**config.mk**
```make
export PLATFORM = sky130hd
export DESIGN_NAME = ram_uploader
export DESIGN_NICKNAME = d
export VERILOG_FILES = /design/src/rtl/ram_uploader.sv
export SDC_FILE = /design/constraint.sdc
export NUM_CORES = 1
export LEC_CHECK = 0
export ABC_AREA = 1
export CAP_MARGIN = 0
export CORE_MARGIN = 10
export CORE_UTILIZATION = 55
export CTS_CLUSTER_DIAMETER = 100
export DETAILED_ROUTE_END_ITERATION = 7
export PLACE_DENSITY = 0.86
export SLEW_MARGIN = 20
export SYNTH_ARGS = -nofsm -noshare
export SYNTH_HDL_FRONTEND = slang
export SYNTH_SLANG_ARGS = --single-unit
```
**constraint.sdc**
```tcl
create_clock -name sys_clock_i -period 4.5 [get_ports sys_clock_i]
set_input_delay 0.45 -clock sys_clock_i [delete_from_list [all_inputs] [get_ports sys_clock_i]]
set_output_delay 0.45 -clock sys_clock_i [all_outputs]
set_load 0.02 [all_outputs]
```
**src/rtl/ram_uploader.sv**
```systemverilog
// ram_uploader: reads the inclusive range [start_addr, end_addr] from the shared
// memory bus, one byte per bus slot, and streams it out over a valid/ready
// byte handshake. Each read waits for a clk_ena slot and then RD_LATENCY
// cycles for the data; there is no prefetch.
// Optional feature: define UPLOAD_CHECKSUM_EN to append an 8-bit sum (mod 256)
// of the data bytes as the final stream byte.
//
// state   | meaning
// --------+------------------------------------------------------------
// IDLE    | waiting for start; range check and address latch
// READ    | waiting for a clk_ena slot; mem_rd pulses in that slot
// WAIT    | counting down the memory read latency, then capture mem_din
// PRESENT | byte on out_data with out_valid=1 until out_ready
// CSUM    | checksum byte presented as final byte (UPLOAD_CHECKSUM_EN)
// DONE    | one-cycle done pulse, then back to IDLE

module ram_uploader #(
    parameter int ADDR_WIDTH = 16,
    parameter int RD_LATENCY = 1
) (
    input  logic                  sys_clock_i,
    input  logic                  reset_n_i,
    input  logic                  clk_ena_i,
    input  logic                  start_i,
    input  logic                  abort_i,
    input  logic [ADDR_WIDTH-1:0] start_addr_i,
    input  logic [ADDR_WIDTH-1:0] end_addr_i,
    output logic                  busy_o,
    output logic                  done_o,
    output logic                  error_o,
    output logic [ADDR_WIDTH-1:0] mem_addr_o,
    output logic                  mem_rd_o,
    input  logic [7:0]            mem_din_i,
    output logic [7:0]            out_data_o,
    output logic                  out_valid_o,
    input  logic                  out_ready_i,
    output logic                  out_last_o
);

    // Counter reload so that capture happens exactly RD_LATENCY cycles after mem_rd.
    localparam logic [1:0] LAT_LOAD = 2'(RD_LATENCY - 1);

    typedef enum logic [2:0] {
        S_IDLE,
        S_READ,
        S_WAIT,
        S_PRESENT,
`ifdef UPLOAD_CHECKSUM_EN
        S_CSUM,
`endif
        S_DONE
    } state_t;

    state_t                state_q;
    logic [ADDR_WIDTH-1:0] addr_q;
    logic [ADDR_WIDTH-1:0] end_q;
    logic [1:0]            lat_cnt_q;
    logic                  busy_q;
    logic                  done_q;
    logic                  error_q;
    logic [7:0]            data_q;
    logic                  valid_q;
    logic                  last_q;

    logic [ADDR_WIDTH-1:0] addr_d;
    logic                  at_end;
    logic                  xfer;
    logic                  last_data;

`ifdef UPLOAD_CHECKSUM_EN
    logic [7:0] csum_q;
    logic [7:0] csum_d;
    assign csum_d    = csum_q + mem_din_i;
    // The checksum byte carries out_last, never a data byte.
    assign last_data = 1'b0;
`else
    assign last_data = at_end;
`endif

    // End test uses the pre-increment address so an all-ones end never wraps.
    assign at_end = (addr_q == end_q);
    assign addr_d = addr_q + ADDR_WIDTH'(1);
    assign xfer   = valid_q & out_ready_i;

    // The strobe is gated by the slot enable so the read lands in the granted bus slot.
    assign mem_rd_o    = (state_q == S_READ) & clk_ena_i;
    assign mem_addr_o  = addr_q;
    assign busy_o      = busy_q;
    assign done_o      = done_q;
    assign error_o     = error_q;
    assign out_data_o  = data_q;
    assign out_valid_o = valid_q;
    assign out_last_o  = last_q;

    // Upload sequencer with registered status and stream outputs.
    always_ff @(posedge sys_clock_i or negedge reset_n_i) begin
        if (!reset_n_i) begin
            state_q   <= S_IDLE;
            addr_q    <= '0;
            end_q     <= '0;
            lat_cnt_q <= '0;
            busy_q    <= 1'b0;
            done_q    <= 1'b0;
            error_q   <= 1'b0;
            data_q    <= '0;
            valid_q   <= 1'b0;
            last_q    <= 1'b0;
`ifdef UPLOAD_CHECKSUM_EN
            csum_q    <= '0;
`endif
        end else begin
            done_q  <= 1'b0;
            error_q <= 1'b0;
            if (abort_i && (state_q != S_IDLE)) begin
                // Abort wins over a same-cycle transfer; the pending byte is dropped.
                state_q <= S_IDLE;
                busy_q  <= 1'b0;
                valid_q <= 1'b0;
                last_q  <= 1'b0;
            end else begin
                case (state_q)
                    S_IDLE: begin
                        if (start_i) begin
                            if (end_addr_i >= start_addr_i) begin
                                addr_q  <= start_addr_i;
                                end_q   <= end_addr_i;
                                busy_q  <= 1'b1;
                                state_q <= S_READ;
`ifdef UPLOAD_CHECKSUM_EN
                                csum_q  <= '0;
`endif
                            end else begin
                                error_q <= 1'b1;
                            end
                        end
                    end
                    S_READ: begin
                        if (clk_ena_i) begin
                            lat_cnt_q <= LAT_LOAD;
                            state_q   <= S_WAIT;
                        end
                    end
                    S_WAIT: begin
                        if (lat_cnt_q == 2'd0) begin
                            data_q  <= mem_din_i;
                            valid_q <= 1'b1;
                            last_q  <= last_data;
                            state_q <= S_PRESENT;
`ifdef UPLOAD_CHECKSUM_EN
                            csum_q  <= csum_d;
`endif
                        end else begin
                            lat_cnt_q <= lat_cnt_q - 2'd1;
                        end
                    end
                    S_PRESENT: begin
                        if (xfer) begin
                            if (at_end) begin
`ifdef UPLOAD_CHECKSUM_EN
                                data_q  <= csum_q;
                                last_q  <= 1'b1;
                                state_q <= S_CSUM;
`else
                                valid_q <= 1'b0;
                                last_q  <= 1'b0;
                                busy_q  <= 1'b0;
                                done_q  <= 1'b1;
                                state_q <= S_DONE;
`endif
                            end else begin
                                addr_q  <= addr_d;
                                valid_q <= 1'b0;
                                last_q  <= 1'b0;
                                state_q <= S_READ;
                            end
                        end
                    end
`ifdef UPLOAD_CHECKSUM_EN
                    S_CSUM: begin
                        if (xfer) begin
                            valid_q <= 1'b0;
                            last_q  <= 1'b0;
                            busy_q  <= 1'b0;
                            done_q  <= 1'b1;
                            state_q <= S_DONE;
                        end
                    end
`endif
                    S_DONE: begin
                        state_q <= S_IDLE;
                    end
                    default: begin
                        state_q <= S_IDLE;
                    end
                endcase
            end
        end
    end

endmodule

```
* After elaboration in Yosys (flattened, before gate mapping)
Cells that the tools add are included.
Word-level totals: register bits after elaboration 50, input port bits 46, output and inout port bits 30, word-level logic and storage cells 84
Operators by class: add/subtract/negate cells 2, $lt $le $gt $ge 1, equal/unequal tests 16, mux-type cells 37, bitwise gates (word level) 3, reductions and logical operators 15
Operators with widths (number):
- 2-to-1 mux 16 bit | 4
- one-hot mux 16 bit (2 select lines) | 1
- 2-to-1 mux 3 bit | 7
- 2-to-1 mux 1 bit | 18
- adder 16 x 1 -> 16 bit (second input constant) | 1
- equality test 16 bit | 1
- greater-or-equal comparator 16 bit | 1
- inequality test 3 bit (second input constant) | 5
- inequality test 2 bit (second input constant) | 6
- one-hot mux 3 bit (4 select lines) | 1
- AND reduction 5 bit | 2
- nonzero test 3 bit | 3
- AND reduction 4 bit | 2
- equality test 3 x 2 -> 1 bit (second input constant) | 2
- one-hot mux 1 bit (2 select lines) | 3
- AND reduction 3 bit | 2
- AND reduction 6 bit | 1
- 2-to-1 mux 2 bit | 2
- one-hot mux 2 bit (2 select lines) | 1
- nonzero test 2 bit | 2
- equality test 3 x 1 -> 1 bit (second input constant) | 1
- zero test 3 bit | 1
- inequality test 3 x 2 -> 1 bit (second input constant) | 1
- AND 1 bit | 2
- other kinds (4) | 4

* Longest topological paths before layout
depth after elaboration 5, mapped depth 16, depth with buffers taken out 16

* Worst setup path after synthesis
Ideal clock, no wire load.
path type in2reg, from input start_addr_i[15], to register end_q[10], setup time 77 ps, arrival 1775 ps, required time 4423 ps, slack 2648 ps, stages 10, path buffers 1, cells stage by stage inv_1 > ha_1 > a21oi_1 > o21ai_0 > nor2_1 > nand2_1 > nand3_1 > buf_2 > nor2_1 > a21oi_1
Between the ends: cells in the longest elaborated chain, start to end 2
Ends and longest elaborated chain:
- start: declaration | line 26 | input logic [ADDR_WIDTH-1:0] start_addr_i,
- greater-or-equal comparator 16 bit | line 124 | if (end_addr_i >= start_addr_i) begin
- AND reduction 4 bit (no line)
- end signal: assignment | line 126 | end_q <= end_addr_i;
- end: declaration | line 56 | logic [ADDR_WIDTH-1:0] end_q;
No other way between the ends. A chain may end at the register's enable or synchronous reset.

* Worst setup path after layout
from input start_addr_i[3], to register end_q[9]
The elaborated chain is that of the path after synthesis.

==> results.tsv <==
stage	metric	value	unit
clocking	cts_tree	done	
floorplanning	ios	76	
clocking	cts_inserted_buffers	5	
timing	fmax	0.431	GHz
layout	final_common_cell	nand2_1	
detailed_routing	drt_wl_total	8720	um
yosys	synth.distinct_cells	29	
yosys	synth_xor_area_share	1.31	%
timing	worstMarginPinSlew	0.643	ns
hold_path	hold_path.class	in2async	
detailed_routing	first_pass_iters	4	
clocking	htree_levels	2	
grt	grt_pass1_vias	3288	
clocking	holdBufCountCts	0	
clocking	cts_resized	0	
worst_setup_path	crit_arrival	2.55	ns
clocking	insertion_delay	0.31	ns
timing	fin_crit_sh	51.5	%
worst_setup_path	cp-start-kind	input pin	
grt	gr-total-overflow	0	
clocking	clk_pin_slew_worst_paths	0.10	ns
yosys	synthMuxAreaShare	2.69	%
clocking	clockBufferDepth	2	
detailed_routing	final_antenna_net_count	0	
yosys	synth_compound_area_share	10.5	%
yosys	netlist_instances	460	
yosys	ys_warn_count	0	
grt	antenna_found_initial	0	
layout	drive_gt1_share	11.0	%
worst_setup_path	critical_path_required	4.74	ns
worst_setup_path	r2r_cells	11	
timing	skew	0.00758	ns
yosys	netlist_area	3350	um2
power_and_ir_drop	power_density	594	nW/um2
yosys	synth.ff_latch_count	50	
layout	diodes	0	
worst_setup_path	r2r_setup_slack	2.36	ns
layout	final_core_util	71.1	%
clocking	post-cts-setup-buffers	0	
worst_setup_path	crit_start	start_addr_i[3]	
flow_run	cap_violations	0	
timing	max_slew_margin	57.1	%
worst_setup_path	critPathCaptureType	register	
placement	place_area	4120	um2
placement	place.gp.congestion	0.901	
detailed_routing	post-route-drc-count	0	
layout	nets	598	
run_status	outcome	completed	
timing	rsz0062_at_grt	no	
timing	timing.setup.tns	0	ns
timing	setup_viol	0	
worst_setup_path	path_class	in2reg	
placement	post-dp-hpwl	6780	um
yosys	yosys.area_share.simple	31.4	%
floorplanning	die_h	98.0	um
yosys	synth_fa_ha_area_share	6.73	%
yosys	synth_top_family_by_area	simple AND/OR/NAND/NOR gates	
worst_setup_path	r2r_end	mem_addr_o[7]	
clocking	clock_sinks	50	
grt	grt.total_usage	18.2	%
worst_setup_path	worstPathMaxFanout	33	
floorplanning	start_util	56.5	%
layout	stdcell_area	4210	um2
grt	grt_max_degree	51	
floorplanning	die_area	9600	um2
detailed_routing	avgViaCountPerCell	5.28	
placement	port-buffer-count	75	
clocking	root_buffer	clkbuf_8	
detailed_routing	num_vias	3218	
layout	area_growth	25.8	%
timing	finalWorstPathRequiredPeriod	2.32	ns
yosys	synth_seq_area_share	37.4	%
floorplanning	row_count	28	
floorplanning	die_x	98.0	um
worst_setup_path	rr_startpoint	state_q[2]	
detailed_routing	drtIter0Drc	202	
power_and_ir_drop	power_leakage	2.07	nW
layout	fillCellCount	481	
timing	maxSlewViolCount	0	
layout	final_cell_mix	128 x nand2_1, 74 x clkdlybuf4s50_1, 57 x inv_1	
grt	grt_first_pass_wirelength	15000	um
detailed_routing	avgRoutedWirePerCell	14.3	um
timing	final_hold_viol_count	0	
floorplanning	core_area	5920	um2
power_and_ir_drop	vdd_drop_max	0.000262	V
yosys	avgSynthCellArea	7.27	um2
yosys	synth_nets	524	
-- synth_stat cells, drive strengths merged --
cell type | instances | area, um2
a21oi | 28 | 140
a31oi | 6 | 37.5
buf | 7 | 67.6
clkbuf | 2 | 7.51
dfrtp | 50 | 1250
ha | 18 | 225
inv | 69 | 259
mux2 | 8 | 90.1
nand2 | 143 | 588
nand3 | 19 | 113
nand3b | 3 | 22.5
nand4 | 6 | 37.5
nor2 | 58 | 248
nor3 | 7 | 35.0
o21a | 2 | 15.0
o21ai | 28 | 159
or2 | 1 | 6.26
xor2 | 5 | 43.8
-- how the worst max path moves through the flow --
stage | to | slack (ns) | depth (start not counted)
6_report | end_q[9] | 2.18 | 15
5_1_grt | end_q[9] | 1.94 | 15
4_1_cts | end_q[7] | 2.21 | 15
3_5_place_dp | end_q[9] | 1.88 | 15
3_3_place_gp | end_q[6] | 2.00 | 12
2_1_floorplan | end_q[10] | 2.65 | 10
-- cell type report --
class / count / area [um2] / area share [%]
Multi-Input combinational cell: 332 / 1760 / 41.8
Sequential cell: 50 / 1250 / 29.7
Timing Repair Buffer: 76 / 756 / 17.9
Inverter: 69 / 259 / 6.15
Tap cell: 75 / 93.8 / 2.23
Clock buffer: 5 / 68.8 / 1.63
Clock inverter: 3 / 21.3 / 0.505
-- flip-flops by register name (all words and copies together) (netlist names) --
signal / flops
out_valid_o: 1
busy_o: 1
out_last_o: 1
mem_addr_o: 16
end_q: 16
error_o: 1
state_q: 3
out_data_o: 8
done_o: 1
lat_cnt_q: 2
-- kinds of logic after synthesis --
| logic type | Yosys count |
|---|---|
| adders and majority gates | 18 |
| and+or+nand+nor | 237 |
| buffers and inverters | 78 |
| xor gates and xnor gates | 5 |
| muxes | 8 |
| DFF | 50 |
| AOI/OAI and AO/OA | 64 |
-- worst max-delay path: stages --
cell and delay, ns:
clkdlybuf4s50_1 0.45, inv_1 0.06, ha_1 0.31, nand2_1 0.09, nor2_1 0.05, nor2_1 0.08, nand2_1 0.06, nand2_1 0.05
nand2_1 0.10, nand2_1 0.14, nand2_1 0.09, nand3_1 0.07, buf_4 0.32, nor2_1 0.08, a21oi_1 0.12
-- metrics by stage --
| step | worst slack [ns] | total power [mW] | std cells | hold WS, ns |
|---|---|---|---|---|
| floorplan | 2.65 | 1.79 | 460 | 0.154 |
| global placement | 2.00 | 2.17 | 602 | 0.465 |
| detailed placement | 1.88 | 2.23 | 602 | 0.477 |
| CTS | 2.21 | 2.50 | 610 | 0.386 |
| global route | 1.94 | 2.73 | 610 | 0.202 |
| finish | 2.18 | 2.50 | 610 | 0.156 |
-- layer usage --
layer / global-route usage (%) / part of all wire (%) / up-vias
li1: - / - / 1600
met1: 21.4 / 41 / 1485
met2: 32.0 / 51 / 124
met3: 4.09 / 6.7 / 9
met4: 5.26 / 1.4 / 0
met5: 0 / 0 / -
-- power breakdown --
group	switching (mW)	total, mW	internal [mW]
sequential	0.209	0.860	0.651
combinational	0.805	1.37	0.564
clock	0.161	0.270	0.110
total	1.17	2.50	1.32
Power figures use the tool's default switching activity.
